## src/rtl/screen_arbiter_pkg.sv

```systemverilog
`default_nettype none
// ============================================================================
// Module  : screen_arbiter_pkg
// Brief   : FSM state encoding and default widths shared by the screen path.
// Revision: 1.0
// ============================================================================
package screen_arbiter_pkg;

  typedef enum logic [1:0] {
    S_IDLE  = 2'd0,
    S_START = 2'd1,
    S_BUSY  = 2'd2,
    S_ACK   = 2'd3
  } state_t;

  localparam int DEF_WIDTH        = 8;
  localparam int DEF_COLOUR_WIDTH = 3;

endpackage
`default_nettype wire

```

## src/rtl/screen_arbiter_rr_picker.sv

```systemverilog
`default_nettype none
// ============================================================================
// Module  : rr_picker
// Brief   : Combinational round-robin pick: first set request at or after ptr.
// Revision: 1.0
// ============================================================================
module rr_picker #(
  parameter int NUM_REQ = 4,
  parameter int IDX_W   = $clog2(NUM_REQ)
) (
  input  logic [NUM_REQ-1:0] req_i,
  input  logic [IDX_W-1:0]   ptr_i,
  output logic [NUM_REQ-1:0] win_onehot_o,
  output logic [IDX_W-1:0]   win_idx_o,
  output logic               valid_o
);

  int cand;

  always_comb begin
    win_onehot_o = '0;
    win_idx_o    = '0;
    valid_o      = 1'b0;
    cand         = 0;
    for (int k = 0; k < NUM_REQ; k++) begin
      cand = int'(ptr_i) + k;
      if (cand >= NUM_REQ) cand = cand - NUM_REQ;
      if (!valid_o && req_i[cand]) begin
        valid_o            = 1'b1;
        win_idx_o          = IDX_W'(cand);
        win_onehot_o[cand] = 1'b1;
      end
    end
  end

endmodule
`default_nettype wire

```

## src/rtl/screen_arbiter.sv

```systemverilog
`default_nettype none
// ============================================================================
// Module  : screen_arbiter
// Brief   : Round-robin sharing of one screen_writer between drawing engines.
// Revision: 1.0
// ============================================================================
module screen_arbiter
  import screen_arbiter_pkg::*;
#(
  parameter int WIDTH        = DEF_WIDTH,
  parameter int COLOUR_WIDTH = DEF_COLOUR_WIDTH,
  parameter int NUM_REQ      = 4
) (
  input  logic                            clock,
  input  logic                            reset,
  input  logic [NUM_REQ-1:0]              req,
  input  logic [NUM_REQ*WIDTH-1:0]        req_x_min,
  input  logic [NUM_REQ*WIDTH-1:0]        req_y_min,
  input  logic [NUM_REQ*WIDTH-1:0]        req_x_range,
  input  logic [NUM_REQ*WIDTH-1:0]        req_y_range,
  input  logic [NUM_REQ*COLOUR_WIDTH-1:0] req_colour,
  output logic [NUM_REQ-1:0]              grant,
  output logic [NUM_REQ-1:0]              ack,
  output logic                            busy,
  output logic [WIDTH-1:0]                pix_x,
  output logic [WIDTH-1:0]                pix_y,
  output logic [COLOUR_WIDTH-1:0]         pix_old_colour,
  output logic                            screen_start,
  output logic [COLOUR_WIDTH-1:0]         new_screen_colour,
  output logic [WIDTH-1:0]                screen_x_min,
  output logic [WIDTH-1:0]                screen_y_min,
  output logic [WIDTH-1:0]                screen_x_range,
  output logic [WIDTH-1:0]                screen_y_range,
  input  logic [WIDTH-1:0]                screen_x,
  input  logic [WIDTH-1:0]                screen_y,
  input  logic [COLOUR_WIDTH-1:0]         old_screen_colour,
  input  logic                            screen_done
);

  localparam int IDX_W = $clog2(NUM_REQ);
  localparam int SLOTS = 1 << IDX_W;

  // Per-requester views padded to a power of two so owner indexing is always in range.
  logic [WIDTH-1:0]        xmin_a [SLOTS];
  logic [WIDTH-1:0]        ymin_a [SLOTS];
  logic [WIDTH-1:0]        xrng_a [SLOTS];
  logic [WIDTH-1:0]        yrng_a [SLOTS];
  logic [COLOUR_WIDTH-1:0] col_a  [SLOTS];

  for (genvar i = 0; i < SLOTS; i++) begin : g_slot
    if (i < NUM_REQ) begin : g_used
      assign xmin_a[i] = req_x_min[i*WIDTH +: WIDTH];
      assign ymin_a[i] = req_y_min[i*WIDTH +: WIDTH];
      assign xrng_a[i] = req_x_range[i*WIDTH +: WIDTH];
      assign yrng_a[i] = req_y_range[i*WIDTH +: WIDTH];
      assign col_a[i]  = req_colour[i*COLOUR_WIDTH +: COLOUR_WIDTH];
    end else begin : g_pad
      assign xmin_a[i] = '0;
      assign ymin_a[i] = '0;
      assign xrng_a[i] = '0;
      assign yrng_a[i] = '0;
      assign col_a[i]  = '0;
    end
  end

  state_t             state_q, state_d;
  logic [NUM_REQ-1:0] grant_q, grant_d;
  logic [IDX_W-1:0]   owner_q, owner_d;
  logic [IDX_W-1:0]   ptr_q, ptr_d;
  logic [WIDTH-1:0]   xmin_q, xmin_d, ymin_q, ymin_d;
  logic [WIDTH-1:0]   xrng_q, xrng_d, yrng_q, yrng_d;

  logic [NUM_REQ-1:0] pick_onehot;
  logic [IDX_W-1:0]   pick_idx;
  logic               pick_valid;

  rr_picker #(
    .NUM_REQ (NUM_REQ),
    .IDX_W   (IDX_W)
  ) u_picker (
    .req_i        (req),
    .ptr_i        (ptr_q),
    .win_onehot_o (pick_onehot),
    .win_idx_o    (pick_idx),
    .valid_o      (pick_valid)
  );

  always_ff @(posedge clock) begin
    if (reset) begin
      state_q <= S_IDLE;
      grant_q <= '0;
      owner_q <= '0;
      ptr_q   <= '0;
      xmin_q  <= '0;
      ymin_q  <= '0;
      xrng_q  <= '0;
      yrng_q  <= '0;
    end else begin
      state_q <= state_d;
      grant_q <= grant_d;
      owner_q <= owner_d;
      ptr_q   <= ptr_d;
      xmin_q  <= xmin_d;
      ymin_q  <= ymin_d;
      xrng_q  <= xrng_d;
      yrng_q  <= yrng_d;
    end
  end

  always_comb begin
    state_d = state_q;
    grant_d = grant_q;
    owner_d = owner_q;
    ptr_d   = ptr_q;
    xmin_d  = xmin_q;
    ymin_d  = ymin_q;
    xrng_d  = xrng_q;
    yrng_d  = yrng_q;
    case (state_q)
      S_IDLE: begin
        if (pick_valid) begin
          state_d = S_START;
          grant_d = pick_onehot;
          owner_d = pick_idx;
          xmin_d  = xmin_a[pick_idx];
          ymin_d  = ymin_a[pick_idx];
          xrng_d  = xrng_a[pick_idx];
          yrng_d  = yrng_a[pick_idx];
        end
      end
      // screen_done is deliberately ignored while the start pulse is out.
      S_START: state_d = S_BUSY;
      S_BUSY: begin
        if (screen_done) state_d = S_ACK;
      end
      S_ACK: begin
        state_d = S_IDLE;
        grant_d = '0;
        ptr_d   = (owner_q == IDX_W'(NUM_REQ - 1)) ? '0 : owner_q + IDX_W'(1);
      end
      default: state_d = S_IDLE;
    endcase
  end

  assign grant             = grant_q;
  assign ack               = (state_q == S_ACK) ? grant_q : '0;
  assign busy              = (state_q != S_IDLE);
  assign screen_start      = (state_q == S_START);
  assign new_screen_colour = (state_q == S_BUSY) ? col_a[owner_q] : '0;
  assign screen_x_min      = xmin_q;
  assign screen_y_min      = ymin_q;
  assign screen_x_range    = xrng_q;
  assign screen_y_range    = yrng_q;
  assign pix_x             = screen_x;
  assign pix_y             = screen_y;
  assign pix_old_colour    = old_screen_colour;

endmodule
`default_nettype wire
```

## config.mk

```make
export PLATFORM = sky130hd
export DESIGN_NAME = screen_arbiter
export DESIGN_NICKNAME = d
export VERILOG_FILES = /design/src/rtl/screen_arbiter_pkg.sv /design/src/rtl/screen_arbiter_rr_picker.sv /design/src/rtl/screen_arbiter.sv
export SDC_FILE = /design/constraint.sdc
export NUM_CORES = 1
export LEC_CHECK = 0
export CAP_MARGIN = 20
export CORE_MARGIN = 8
export CORE_UTILIZATION = 35
export CTS_CLUSTER_DIAMETER = 150
export DETAILED_ROUTE_END_ITERATION = 8
export PLACE_DENSITY = 0.82
export SLEW_MARGIN = 20
export SYNTH_ARGS = -nofsm -noshare
export SYNTH_HDL_FRONTEND = slang
export SYNTH_SLANG_ARGS = --single-unit
export TNS_END_PERCENT = 50
```

## constraint.sdc

```tcl
create_clock -name clock -period 4.7 [get_ports clock]
set_input_delay 0.94 -clock clock [delete_from_list [all_inputs] [get_ports clock]]
set_output_delay 0.94 -clock clock [all_outputs]
set_load 0.01 [all_outputs]
```

==> impl_metrics.ini, run 1 <==
[detailed_routing]
detail_route.wl_per_cell_um = 18.7
routed_wl_um = 11200
drc = 0
dr.pass1.iters = 4
vias_per_cell = 5.27
via_count = 3142
ant_nets = 0
drt_iter0_drc = 102

[cts]
clock_path_buffers = 2
cts_root_buf = clkbuf_8
tritoncts = yes
cts_made_buffers = 5
postCtsHoldBufs = 0
clkLatencyLatePin_ns = 0.30
cts.htree.levels = 2
cts_sinks = 42
postCtsSetupBuffers = 0
cts-resized-gates = 0
clk_pin_slew_worst_paths_ns = 0.09

[die]
dieHeight_um = 110
io_pins = 230
die-width_um = 110
die_area_um2 = 12100
start_util = 0.358
rows = 34
coreArea_um2 = 8640

[synthesis]
yosysSeqAreaShare = 0.272
async_flop_share = 0
synth_area_leaders = dfxtp_1 27%, mux2i_1 23%, o221ai_1 9.9%
synth.most_common_cell = mux2i_1
yosysWarnings = 0
synth_common_cells = 71 x mux2i_1, 42 x dfxtp_1, 42 x nand2_1
syn_inst = 330
synth_top_area_share = 0.272
synth-seq-cells = 42
synth_top_cell_by_area = dfxtp_1
avgSynthCellArea_um2 = 9.37
syn_nets = 506
synth-edff-count = 0
syn_area_um2 = 3090
synthFlopType = dfxtp_1
synth.distinct_cells = 37

[timing]
setup_violations = 0
fmax_mhz = 260
finalMaxSlewViolations = 0
slew_headroom = 0.551
grt_setup_unrepaired = no
skew_ns = 0.00902
layout_setup_ws_ns = 0.850
tns_ns = 0
hold_violations = 0
final.period_utilization = 0.819
period_needed_ns = 3.85
tightest_slew_ns = 0.655
hold_slack_ns = 0.468

[cells_and_area]
final_nets = 663
final_util = 0.568
num_antenna_cells = 0
area_delta_synth_final_pct = 58.7
design_area_um2 = 4910
stdcell_count = 596
drive_above_1_share = 0.0471

[power]
pwr-share-clk = 0.125
cellPowerDensity_nw_per_um2 = 388
p_sw_uw = 717
p_int_mw = 1.18
seq_power_share = 0.301
swShare = 0.377
p_leak_nw = 1.86
ir_worst_vdd_mv = 0.200
power.share.combinational = 0.574
p_total_mw = 1.90

[setup_path]
max_stage_delay_ns = 0.74
arrival_ns = 4.02
worstPathMaxFanout = 33
critPathRequiredTime_ns = 4.87
cp_slowest_cell = dfxtp_1
worstPathCellList = inv_1 -> ha_1 -> mux4_2 -> nor2b_4 -> or2_1 -> mux2_4 -> buf_4 -> mux2i_1 -> o221ai_1
start_kind = register
path_class = reg -> reg
cp_num_buf_inv = 2
endpoint_kind = register
crit_family = multiplexers

[job]
maxCapViolCount = 0

[global_route]
grt_pass1_vias = 3266
grt-ovfl-total = 0
grt_use_total = 0.170
grt_first_pass_wirelength_um = 16400
grt_max_degree = 34
antenna_found_initial = 0

[place]
port_buffers = 191
hpwl_um = 8850
place_ws_ns = 0.826
place_congestion = 0.858
placed_area_um2 = 4820
placed_cells = 588

[outcome]
status = complete, no violations

[worst_hold_path]
worstHoldPathType = reg -> reg
[state kept, by name, summed over array words and instances (netlist names)]
register and cells:
screen_x_min 8, screen_x_range 8, screen_y_min 8, screen_y_range 8
grant 4, owner_q 2, ptr_q 2, state_q 2
[final cells by class]
| cell class | instances | area [um^2] |
|---|---|---|
| well taps | 108 | 135 |
| inverters | 11 | 41.3 |
| clock buffers | 6 | 72.6 |
| clock inverters | 2 | 13.8 |
| multi-input cells | 231 | 1840 |
| fillers | 769 | 3730 |
| flip-flops and latches | 42 | 841 |
| repair buffers | 196 | 1960 |
[placed cells by master (no fill, tap or decap), drive strengths merged, types with 2 or more instances in the layout]
cell type / count
a21oi: 5
a22oi: 9
and2: 7
buf: 5
clkbuf: 6
clkdlybuf4s50: 191
clkinv: 2
dfxtp: 42
ha: 10
inv: 11
mux2i: 71
mux4: 5
nand2: 42
nand2b: 2
nor2: 19
nor2b: 3
nor3: 4
o21ai: 4
o221ai: 35
o31ai: 2
or4b: 2
[path summary, 6_finish.rpt]
check | startpoint | end | slack, ns | cells after the start
worst max-delay path | ptr_q[0]$_SDFFE_PP0P_ | screen_y_min[6]$_SDFFE_PP0P_ | 0.85 | 9
worst min-delay path | screen_x_range[5]$_SDFFE_PP0P_ | screen_x_range[5]$_SDFFE_PP0P_ | 0.47 | 2
worst max register to register | ptr_q[0]$_SDFFE_PP0P_ | screen_y_min[6]$_SDFFE_PP0P_ | 0.85 | 9
worst min register to register | screen_x_range[5]$_SDFFE_PP0P_ | screen_x_range[5]$_SDFFE_PP0P_ | 0.47 | 2
[power by group through the flow]
stage | registers, mW | logic [mW] | clock network [mW]
global placement | 0.573 | 1.07 | 0
floorplan | 0.617 | 0.623 | 0
global route | 0.590 | 1.17 | 0.264
finish | 0.573 | 1.09 | 0.238
CTS | 0.574 | 1.10 | 0.244
detailed placement | 0.582 | 1.10 | 0
[cell families (layout without fill, tap and decap cells)]
group	after synthesis	count (layout)	synth area share
and+or+nand+nor	85	85	0.127
muxes	77	77	0.271
AOI/OAI and AO/OA	59	59	0.155
buffers and inverters	57	215	0.134
DFF	42	42	0.272
adders and majority gates	10	10	0.0405
[tightest hold or removal path, cell delays in order (launching register included)]
cell and delay [ns]:
dfxtp_1 0.33, nand2_1 0.05, o221ai_1 0.06
[layer usage]
layer | up-vias | GRT usage | part of all wire
li1 | 1507 | - | -
met3 | 15 | 0.0442 | 0.085
met4 | 0 | 0.0501 | 0.016
met5 | - | 0 | 0
met2 | 149 | 0.317 | 0.51
met1 | 1471 | 0.183 | 0.39
(Power assumes the default switching activity.)
==> run 2, diff against run 1 <==
==> constraint.sdc (replaced) <==
create_clock -name clock -period 3.7 [get_ports clock]
set_input_delay 0.74 -clock clock [delete_from_list [all_inputs] [get_ports clock]]
set_output_delay 0.74 -clock clock [all_outputs]
set_load 0.01 [all_outputs]
==> run 2 against run 1 <==
Worst hold slack improved by 0.0018 ns. Global-route usage increased by 0.75 points. Combinational power increased by 31%. Non-clock buffer count increased by 6. Register-to-register slack got worse by 0.30 ns. Critical path depth unchanged. Sequential share of layout area decreased by 0.27 points. Utilization increased by 0.91 points. Power increased by 30%. Worst setup slack got worse by 0.30 ns. Sequential cell count unchanged. Cell count increased by 1.0%.
==> impl_metrics.ini, run 2 (synthesized netlist as in run 1, its figures left out) <==
[setup_path]
worstPathMaxFanout = 13
r2r-start = ptr_q[1]$_SDFFE_PP0P_
arrival_ns = 3.32
start_kind = register
endpoint_kind = register
critPathRequiredTime_ns = 3.87
rr_endpoint = screen_x_min[6]$_SDFFE_PP0P_
path_class = reg -> reg
rrSetupSlack_ns = 0.55
reg2regPathDepth = 9

[global_route]
grt_use_total = 0.178
grt-ovfl-total = 0
grt_pass1_vias = 3281
grt_max_degree = 33
grt_first_pass_wirelength_um = 17000
antenna_found_initial = 0

[cells_and_area]
multi_input_area_um2 = 1840
final_nets = 669
final_common_cell = clkdlybuf4s50_1
ff_latch_area_um2 = 841
area_delta_synth_final_pct = 61.2
layout_common_cells = 191 x clkdlybuf4s50_1, 71 x mux2i_1, 42 x nand2_1, 42 x dfxtp_1, 35 x o221ai_1
drive_above_1_share = 0.0607
n_fill_cell = 742
final_util = 0.577
num_antenna_cells = 0

[detailed_routing]
routed_wl_um = 11400
ant_nets = 0
vias_per_cell = 5.30
drc = 0
dr.pass1.iters = 4
drt_iter0_drc = 135
via_count = 3192
detail_route.wl_per_cell_um = 18.9

[cts]
postCtsSetupBuffers = 0
cts_sinks = 42
postCtsHoldBufs = 0
tritoncts = yes
cts_root_buf = clkbuf_8
clk_pin_slew_worst_paths_ns = 0.09
clkLatencyLatePin_ns = 0.30
clock_path_buffers = 2
cts-resized-gates = 0
cts.htree.levels = 2
cts_made_buffers = 5

[timing]
slew_headroom = 0.554
tightest_slew_ns = 0.650
final.period_utilization = 0.852
hold_violations = 0
period_needed_ns = 3.15
layout_setup_ws_ns = 0.546
fmax_mhz = 317
tns_ns = 0
setup_violations = 0
skew_ns = 0.00905
finalMaxSlewViolations = 0
grt_setup_unrepaired = no

[die]
coreArea_um2 = 8640
start_util = 0.358
io_pins = 230
dieHeight_um = 110
die_area_um2 = 12100
rows = 34
die-width_um = 110

[worst_hold_path]
hold-path-cell-count = 2
hp-start = screen_x_min[2]$_SDFFE_PP0P_
worstHoldPathType = reg -> reg
hold_path_end = screen_x_min[2]$_SDFFE_PP0P_

[power]
ir_worst_vdd_mv = 0.210
p_leak_nw = 1.90
cellPowerDensity_nw_per_um2 = 495
p_total_mw = 2.47

[outcome]
status = complete, no violations

[job]
maxCapViolCount = 0

[place]
hpwl_um = 9050
place_congestion = 0.838
place_ws_ns = 0.280
port_buffers = 191
## run 2: cell types whose count changed in the layout (fill, tap and decap cells not counted)
| cell | previous run | this run |
|---|---|---|
| clkbuf_8 | 5 | 6 |
| clkbuf_1 | 1 | 0 |
| clkinv_4 | 1 | 0 |
| buf_4 | 4 | 8 |
| clkinvlp_4 | 0 | 1 |
| buf_12 | 1 | 3 |
## run 2: layout make-up
type	instances	share of cell area
tap	108	0.0271
clock inverter	2	0.00251
timing repair buffer	202	0.408
clock buffer	6	0.0166
multi-input combinational	231	0.369
sequential	42	0.169
inverter	11	0.00828
## run 2: worst max-delay path, stage by stage, from the launching register on
cell      delay, ns
dfxtp_1        0.54
inv_1          0.11
ha_1           0.49
mux4_2         0.64
nor2b_4        0.19
or2_1          0.14
mux2_4         0.31
buf_4          0.27
mux2i_1        0.22
o221ai_1       0.12
## run 2: metal layers
metal  part of all wire  GRT usage  wire (um)  vias up
li1                   -          -          -     1519
met1               0.38      0.195       4300     1487
met2               0.52      0.333       5940      172
met3              0.088     0.0430       1000       14
met4              0.012     0.0424        132        0
met5                  0          0          0        -
## run 2: how the worst max path moves through the flow
stage | start | end | slack (ns) | depth (start not counted)
after floorplan | ptr_q[0]$_SDFFE_PP0P_ | screen_x_min[0]$_SDFFE_PP0P_ | 0.74 | 13
after global placement | req[1] | screen_x_min[5]$_SDFFE_PP0P_ | 0.43 | 8
after detailed placement | req[0] | screen_x_min[6]$_SDFFE_PP0P_ | 0.28 | 8
after CTS | ptr_q[1]$_SDFFE_PP0P_ | screen_x_min[6]$_SDFFE_PP0P_ | 0.53 | 9
after global routing | ptr_q[1]$_SDFFE_PP0P_ | screen_y_min[7]$_SDFFE_PP0P_ | 0.34 | 9
final | ptr_q[1]$_SDFFE_PP0P_ | screen_x_min[6]$_SDFFE_PP0P_ | 0.55 | 9
## run 2: through the flow
stage | instance area [um^2] | hold WS, ns | std cells
after floorplan | 3090 | 0.501 | 330
after global placement | 4890 | 0.441 | 594
after detailed placement | 4890 | 0.451 | 594
after CTS | 4980 | 0.476 | 602
after global routing | 4980 | 0.489 | 602
final | 4980 | 0.470 | 602
## run 2: where the power goes
part | switching (mW) | leakage (nW) | internal, mW | total, mW
clock network | 0.170 | 0.0472 | 0.150 | 0.321
logic | 0.641 | 1.51 | 0.787 | 1.43
registers | 0.102 | 0.346 | 0.618 | 0.719
==> run 3, diff against run 2 <==
--- a/config.mk
+++ b/config.mk
@@ -8,7 +8,7 @@
 export CAP_MARGIN = 20
 export CORE_MARGIN = 8
 export CORE_UTILIZATION = 35
-export CTS_CLUSTER_DIAMETER = 150
+export CTS_CLUSTER_DIAMETER = 40
 export DETAILED_ROUTE_END_ITERATION = 8
 export PLACE_DENSITY = 0.82
 export SLEW_MARGIN = 20
==> results of run 3 <==
No change in the layout: final DEF, timing and power equal those of run 2.
